`config.mk`:
```
export PLATFORM = sky130hd
export DESIGN_NAME = wb_deserializer
export DESIGN_NICKNAME = d
export VERILOG_FILES = /design/src/rtl/wb_deserializer_pkg.sv /design/src/rtl/wb_deserializer_out.sv /design/src/rtl/wb_deserializer.sv
export SDC_FILE = /design/constraint.sdc
export NUM_CORES = 1
export LEC_CHECK = 0
export BUFFER_PORTS_ARGS = -buffer_cell sky130_fd_sc_hd__buf_2
export CAP_MARGIN = 20
export CORE_MARGIN = 4
export CORE_UTILIZATION = 45
export CTS_CLUSTER_DIAMETER = 40
export DETAILED_ROUTE_END_ITERATION = 10
export PLACE_DENSITY = 0.67
export SLEW_MARGIN = 20
export SYNTH_ARGS = -nofsm -noshare
export SYNTH_HDL_FRONTEND = slang
export SYNTH_HIERARCHICAL = 1
export SYNTH_SLANG_ARGS = --single-unit
```
`constraint.sdc`:
```
create_clock -name CLK_I -period 4.2 [get_ports CLK_I]
set_input_delay 0.84 -clock CLK_I [delete_from_list [all_inputs] [get_ports CLK_I]]
set_output_delay 0.84 -clock CLK_I [all_outputs]
set_load 0.03 [all_outputs]
```
`src/rtl/wb_deserializer_pkg.sv`:
```
// Shared constants and types for the Wishbone serial receiver.
// Register map, status bit positions and receiver state encoding.
package WBDeserializer;

    localparam logic [1:0] NUM_REGS = 2'd2;
    localparam int ADR_W = $bits(NUM_REGS);

    localparam logic [ADR_W-1:0] ADR_RXDATA = 2'd0;
    localparam logic [ADR_W-1:0] ADR_STATUS = 2'd1;

    localparam int PKT_BITS = 27;

    localparam int ST_EMPTY     = 0;
    localparam int ST_FULL      = 1;
    localparam int ST_OVERFLOW  = 2;
    localparam int ST_FRAME_ERR = 3;
    localparam int ST_COUNT_LO  = 4;
    localparam int ST_COUNT_HI  = 6;

    typedef enum logic {
        IDLE,
        SHIFT
    } rx_state_t;

endpackage

```
`src/rtl/wb_deserializer_out.sv`:
```
// Serial receiver: shifts enabled bits MSB-first into a packet.
// Emits one-cycle strobes for a completed packet or a broken frame.
module deserializer_out #(
    parameter int PKT_BITS = 27
) (
    input  logic                CLK_I,
    input  logic                RST_I,
    input  logic                data_i,
    input  logic                ena_i,
    output logic [PKT_BITS-1:0] pkt_o,
    output logic                pkt_valid_o,
    output logic                frame_err_o
);
    import WBDeserializer::*;

    localparam logic [4:0] LAST = 5'(PKT_BITS - 1);

    rx_state_t           state_q;
    rx_state_t           state_d;
    logic [4:0]          bcnt_q;
    logic [PKT_BITS-1:0] shreg_q;
    logic                done;
    logic                ferr;

    // State register
    always_ff @(posedge CLK_I) begin
        if (!RST_I) state_q <= IDLE;
        else        state_q <= state_d;
    end

    // Next state: leave SHIFT on the final bit or on a gap in ena_i
    always_comb begin
        state_d = state_q;
        unique case (state_q)
            IDLE:  if (ena_i) state_d = SHIFT;
            SHIFT: if (!ena_i || bcnt_q == LAST) state_d = IDLE;
        endcase
    end

    // Outputs: packet completion and frame break detection
    always_comb begin
        done = (state_q == SHIFT) && ena_i && (bcnt_q == LAST);
        ferr = (state_q == SHIFT) && !ena_i;
    end

    // Datapath: shift register, bit counter and registered strobes
    always_ff @(posedge CLK_I) begin
        if (!RST_I) begin
            shreg_q     <= '0;
            bcnt_q      <= '0;
            pkt_valid_o <= 1'b0;
            frame_err_o <= 1'b0;
        end else begin
            pkt_valid_o <= done;
            frame_err_o <= ferr;
            if (ena_i) shreg_q <= {shreg_q[PKT_BITS-2:0], data_i};
            if (done || ferr) bcnt_q <= '0;
            else if (ena_i)   bcnt_q <= bcnt_q + 5'd1;
        end
    end

    assign pkt_o = shreg_q;

endmodule

```
`src/rtl/wb_deserializer.sv`:
```
// Wishbone-readable packet receiver with a small packet FIFO.
// Sticky overflow/frame flags are cleared by writing the status register.
module wb_deserializer #(
    parameter int FIFO_DEPTH = 4,
    parameter int PKT_BITS   = 27
) (
    input  logic        CLK_I,
    input  logic        RST_I,
    input  logic        data_i,
    input  logic        ena_i,
    output logic        irq_o,
    input  logic        CYC_I,
    input  logic        STB_I,
    input  logic        WE_I,
    input  logic [31:0] ADR_I,
    input  logic [31:0] DAT_I,
    output logic        ACK_O,
    output logic        ERR_O,
    output logic [31:0] DAT_O
);
    import WBDeserializer::*;

    localparam int PW = $clog2(FIFO_DEPTH);
    localparam int CW = PW + 1;

    logic [PKT_BITS-1:0] pkt;
    logic                pkt_valid;
    logic                ferr_pulse;

    logic [PKT_BITS-1:0] mem [FIFO_DEPTH];
    logic [PW-1:0]       wr_ptr;
    logic [PW-1:0]       rd_ptr;
    logic [CW-1:0]       count;
    logic                overflow;
    logic                frame_err;

    logic                empty;
    logic                full;
    logic                req;
    logic [ADR_W-1:0]    adr;
    logic [31:0]         status;
    logic                ack_d;
    logic                err_d;
    logic [31:0]         dat_d;
    logic                pop;
    logic                push_ok;
    logic                ov_set;
    logic                clr_ov;
    logic                clr_fe;
    logic                unused_ok;

    deserializer_out #(.PKT_BITS(PKT_BITS)) u_rx (
        .CLK_I       (CLK_I),
        .RST_I       (RST_I),
        .data_i      (data_i),
        .ena_i       (ena_i),
        .pkt_o       (pkt),
        .pkt_valid_o (pkt_valid),
        .frame_err_o (ferr_pulse)
    );

    assign empty = (count == '0);
    assign full  = (count == CW'(FIFO_DEPTH));
    assign irq_o = !empty;
    assign req   = CYC_I && STB_I && !ACK_O && !ERR_O;
    assign adr   = ADR_I[ADR_W-1:0];

    assign unused_ok = ^{ADR_I[31:ADR_W], DAT_I[31:4], DAT_I[1:0]};

    // A push into a full FIFO still lands if a pop frees a slot
    assign push_ok = pkt_valid && (!full || pop);
    assign ov_set  = pkt_valid && full && !pop;

    // Status word assembly
    always_comb begin
        status = '0;
        status[ST_EMPTY]     = empty;
        status[ST_FULL]      = full;
        status[ST_OVERFLOW]  = overflow;
        status[ST_FRAME_ERR] = frame_err;
        status[ST_COUNT_HI:ST_COUNT_LO] = 3'(count);
    end

    // Wishbone decode: pick the response, read data and side effects
    always_comb begin
        ack_d  = 1'b0;
        err_d  = 1'b0;
        dat_d  = '0;
        pop    = 1'b0;
        clr_ov = 1'b0;
        clr_fe = 1'b0;
        if (req) begin
            unique case (1'b1)
                (adr == ADR_RXDATA) && !WE_I && !empty: begin
                    ack_d = 1'b1;
                    pop   = 1'b1;
                    dat_d = 32'(mem[rd_ptr]);
                end
                (adr == ADR_STATUS) && !WE_I: begin
                    ack_d = 1'b1;
                    dat_d = status;
                end
                (adr == ADR_STATUS) && WE_I: begin
                    ack_d  = 1'b1;
                    clr_ov = DAT_I[ST_OVERFLOW];
                    clr_fe = DAT_I[ST_FRAME_ERR];
                end
                default: err_d = 1'b1;
            endcase
        end
    end

    // FIFO storage; contents need no reset since count gates reads
    always_ff @(posedge CLK_I) begin
        if (push_ok) mem[wr_ptr] <= pkt;
    end

    // FIFO pointers and occupancy
    always_ff @(posedge CLK_I) begin
        if (!RST_I) begin
            wr_ptr <= '0;
            rd_ptr <= '0;
            count  <= '0;
        end else begin
            if (push_ok) wr_ptr <= wr_ptr + 1'b1;
            if (pop)     rd_ptr <= rd_ptr + 1'b1;
            count <= count + CW'(push_ok) - CW'(pop);
        end
    end

    // Sticky flags; a set beats a clear in the same cycle
    always_ff @(posedge CLK_I) begin
        if (!RST_I) begin
            overflow  <= 1'b0;
            frame_err <= 1'b0;
        end else begin
            if (ov_set)      overflow  <= 1'b1;
            else if (clr_ov) overflow  <= 1'b0;
            if (ferr_pulse)  frame_err <= 1'b1;
            else if (clr_fe) frame_err <= 1'b0;
        end
    end

    // Registered one-cycle response; DAT_O holds between responses
    always_ff @(posedge CLK_I) begin
        if (!RST_I) begin
            ACK_O <= 1'b0;
            ERR_O <= 1'b0;
            DAT_O <= '0;
        end else begin
            ACK_O <= ack_d;
            ERR_O <= err_d;
            if (ack_d || err_d) DAT_O <= dat_d;
        end
    end

endmodule

```
==> qor.csv <==
metric,value,unit
layout-drive-gt1-share,0.237,
grtUsageTotal,0.146,
hold_buffers,0,
setup-tns-final,0,ns
yosys-top-cells-area,"edfxtp_1 47%, dfxtp_1 22%, mux4_2 8.7%, mux2i_1 4.6%, a32o_1 2.9%",
r2r-end,count[2],
power_frac_comb,0.021,
finClkSkew,0.0109,ns
crit_type,primary input to flip-flop,
slew_violations,0,
cts_buffers,17,
rsz0062_at_grt,no,
slew_headroom,0.469,
grt_max_degree,50,
p_leak,2.77,nW
grt_antenna_before_repair,0,
synthArstFlopShare,0,
synth-seq-area-share,0.680,
vias,3668,
drt-total-wl,12.1,mm
setup_viol,0,
worstReg2RegStart,ACK_O,
hpwl,7.02,mm
p_sw_frac,0.211,
setup.worst_path.end,count[2],
finalCritPeriodShare,0.723,
fp.coreArea,15200,um^2
clk_pin_slew,0.07,ns
via_per_inst,5.44,
place_ws,0.660,ns
synth_ff_type,edfxtp_1,
cts.sinks,183,
top_usage_layer,met2,
grt_util_met1,0.196,
finalHoldViolations,0,
startpoint_type,primary input,
diodes,0,
rrSetupSlack,1.24,ns
netSwitchingPower,720,uW
synth.most_common_cell,edfxtp_1,
grt_pass1_vias,3766,
fillers,1252,
grt_overflow_total,0,
critPathMaxFanout,16,
run_status,"complete, no violations",
cp-startpoint,CYC_I,
clockBufferDepth,2,
area_growth,12.4,%
antenna_left,0,
r2r_cells,10,
slowest_delay,0.51,ns
netlist_area,6970,um^2
wl_per_cell,18.0,um
cts_resized,0,
grt_first_pass_wirelength,20.0,mm
num_rows,45,
crit_chain,buf_2 -> nand4bb_2 -> o22ai_2 -> inv_1 -> ha_1 -> inv_1 -> ha_1 -> fa_1 -> xor2_1 -> xnor2_1 -> and2_1,
die_h,132,um
worst_pin_slew,0.797,ns
synth_top_area_frac,0.465,
met2_usage,0.232,
drv_cap,0,
fin_nets,553,
yosysWarnings,6,
placed_cell_area,7300,um^2
critPathSlowestCell,o22ai_2,
clk_latency,0.42,ns
die_w,132,um
worstPathArrival,3.35,ns
setup_slack,1.16,ns
yosysTopAreaCell,edfxtp_1,
p_per_area,435,nW/um^2
start_util,0.459,
drt_pre_antenna_iters,4,
ys_ff_latch,183,
synth_edf_count,108,
cp.required,4.51,ns
avgSynthCellArea,16.2,um^2
ios,106,
post-cts-setup-buffers,0,
finalCriticalPeriod,3.04,ns
hold_path_depth,2,
design_area,7840,um^2
met3_usage,0.0414,
clkPwrFrac,0.426,
gp_congestion,0.775,
ir_worst_vdd,0.361,mV
hp-class,flip-flop to flip-flop,
drt_iter0_markers,286,
internal_power,2.69,mW
power_frac_seq,0.554,
io_buffer_count,40,
yosysUniqueCellTypes,45,
cts_tree,yes,
finalPower,3.41,mW
cts_root_buf,clkbuf_16,
synth_cells,431,
ctsHtreeMaxLevel,4,
fmaxAchievable,0.329,GHz
die-area,17600,um^2
worstSetupEndpointType,flip-flop,
synth_commonest_cells,"108 x edfxtp_1, 75 x dfxtp_1, 32 x mux2i_1",
drc,0,
## state kept, by name (all words and copies together) (netlist names), 2 cells and up, named ones only
| register | cells |
|---|---|
| mem | 108 |
| DAT_O | 27 |
| u_rx/pkt_o | 27 |
| u_rx/bcnt_q | 5 |
| count | 3 |
| rd_ptr | 2 |
| wr_ptr | 2 |
## placed cells by master, fill, tap and decap left out, drive strengths merged, types with 2 or more instances in the layout
cell type	synthesis	layout
a32o	20	20
clkbuf	13	21
nand3	14	14
a31oi	3	3
a32oi	6	6
o22ai	2	2
a21oi	2	2
nand2b	2	2
nand4	2	2
nor2b	29	29
nor3b	4	4
nand2	10	10
edfxtp	108	108
or3	3	3
nand3b	2	2
dfxtp	75	75
nor3	4	4
buf	15	47
nor2	6	6
xor2	2	2
ha	8	8
and2	7	7
mux4	27	27
mux2i	32	32
clkinv	0	4
inv	15	21
o21ai	9	9
conb	1	5
## cell type report
type / instances / area (um^2) / area share
Tap cell: 188 / 235 / 0.0300
Sequential cell: 183 / 4750 / 0.606
Timing Repair Buffer: 47 / 253 / 0.0322
Multi-Input combinational cell: 209 / 2010 / 0.256
Inverter: 15 / 56.3 / 0.00718
Clock inverter: 11 / 86.3 / 0.0110
Clock buffer: 21 / 450 / 0.0575
## through the flow
step | hold slack (ns) | util | instances
after floorplan | 0.445 | - | 435
after global placement | 0.451 | 0.480 | 642
after detailed placement | 0.450 | 0.480 | 642
after CTS | 0.459 | 0.516 | 674
after global routing | 0.496 | 0.516 | 674
final | 0.454 | 0.516 | 674
## how the worst min path moves through the flow
stage                  start  endpoint  slack [ns]
CTS                 DAT_O[6]  DAT_O[6]        0.46
detailed placement  DAT_O[3]  DAT_O[3]        0.45
global placement    DAT_O[3]  DAT_O[3]        0.45
floorplan           overflow  overflow        0.45
finish              DAT_O[3]  DAT_O[3]        0.45
global route        DAT_O[3]  DAT_O[3]        0.50
## cell families after synthesis
logic type	share of synthesized area
other cells	0.000538
xor+xnor	0.00377
buf+inv	0.0337
simple gates	0.0793
compound gates	0.0520
flops	0.680
mux	0.133
fa+ha+maj	0.0172
## power by group through the flow
| stage | clock network, mW | registers [mW] | logic, mW |
|---|---|---|---|
| after floorplan | 0 | 1.93 | 0.0540 |
| after global routing | 1.56 | 1.89 | 0.0768 |
| after detailed placement | 0 | 1.93 | 0.0706 |
| after global placement | 0 | 1.93 | 0.0694 |
| after CTS | 1.49 | 1.89 | 0.0708 |
| final | 1.45 | 1.89 | 0.0703 |
## metal layers
layer | vias to the layer above | part of all wire | wire length, um
met1 | 1850 | 0.47 | 5670
met4 | 0 | 0.010 | 123
met2 | 74 | 0.48 | 5860
met5 | - | 0 | 0
li1 | 1733 | - | -
met3 | 11 | 0.039 | 477
## worst max-delay path, delay by kind of cell
| family | cells | cell delay, ns |
|---|---|---|
| fa+ha+maj | 3 | 0.85 |
| simple gates | 2 | 0.63 |
| compound gates | 1 | 0.51 |
| xor+xnor | 2 | 0.29 |
| buf+inv | 3 | 0.22 |
(Power assumes the default switching activity.)
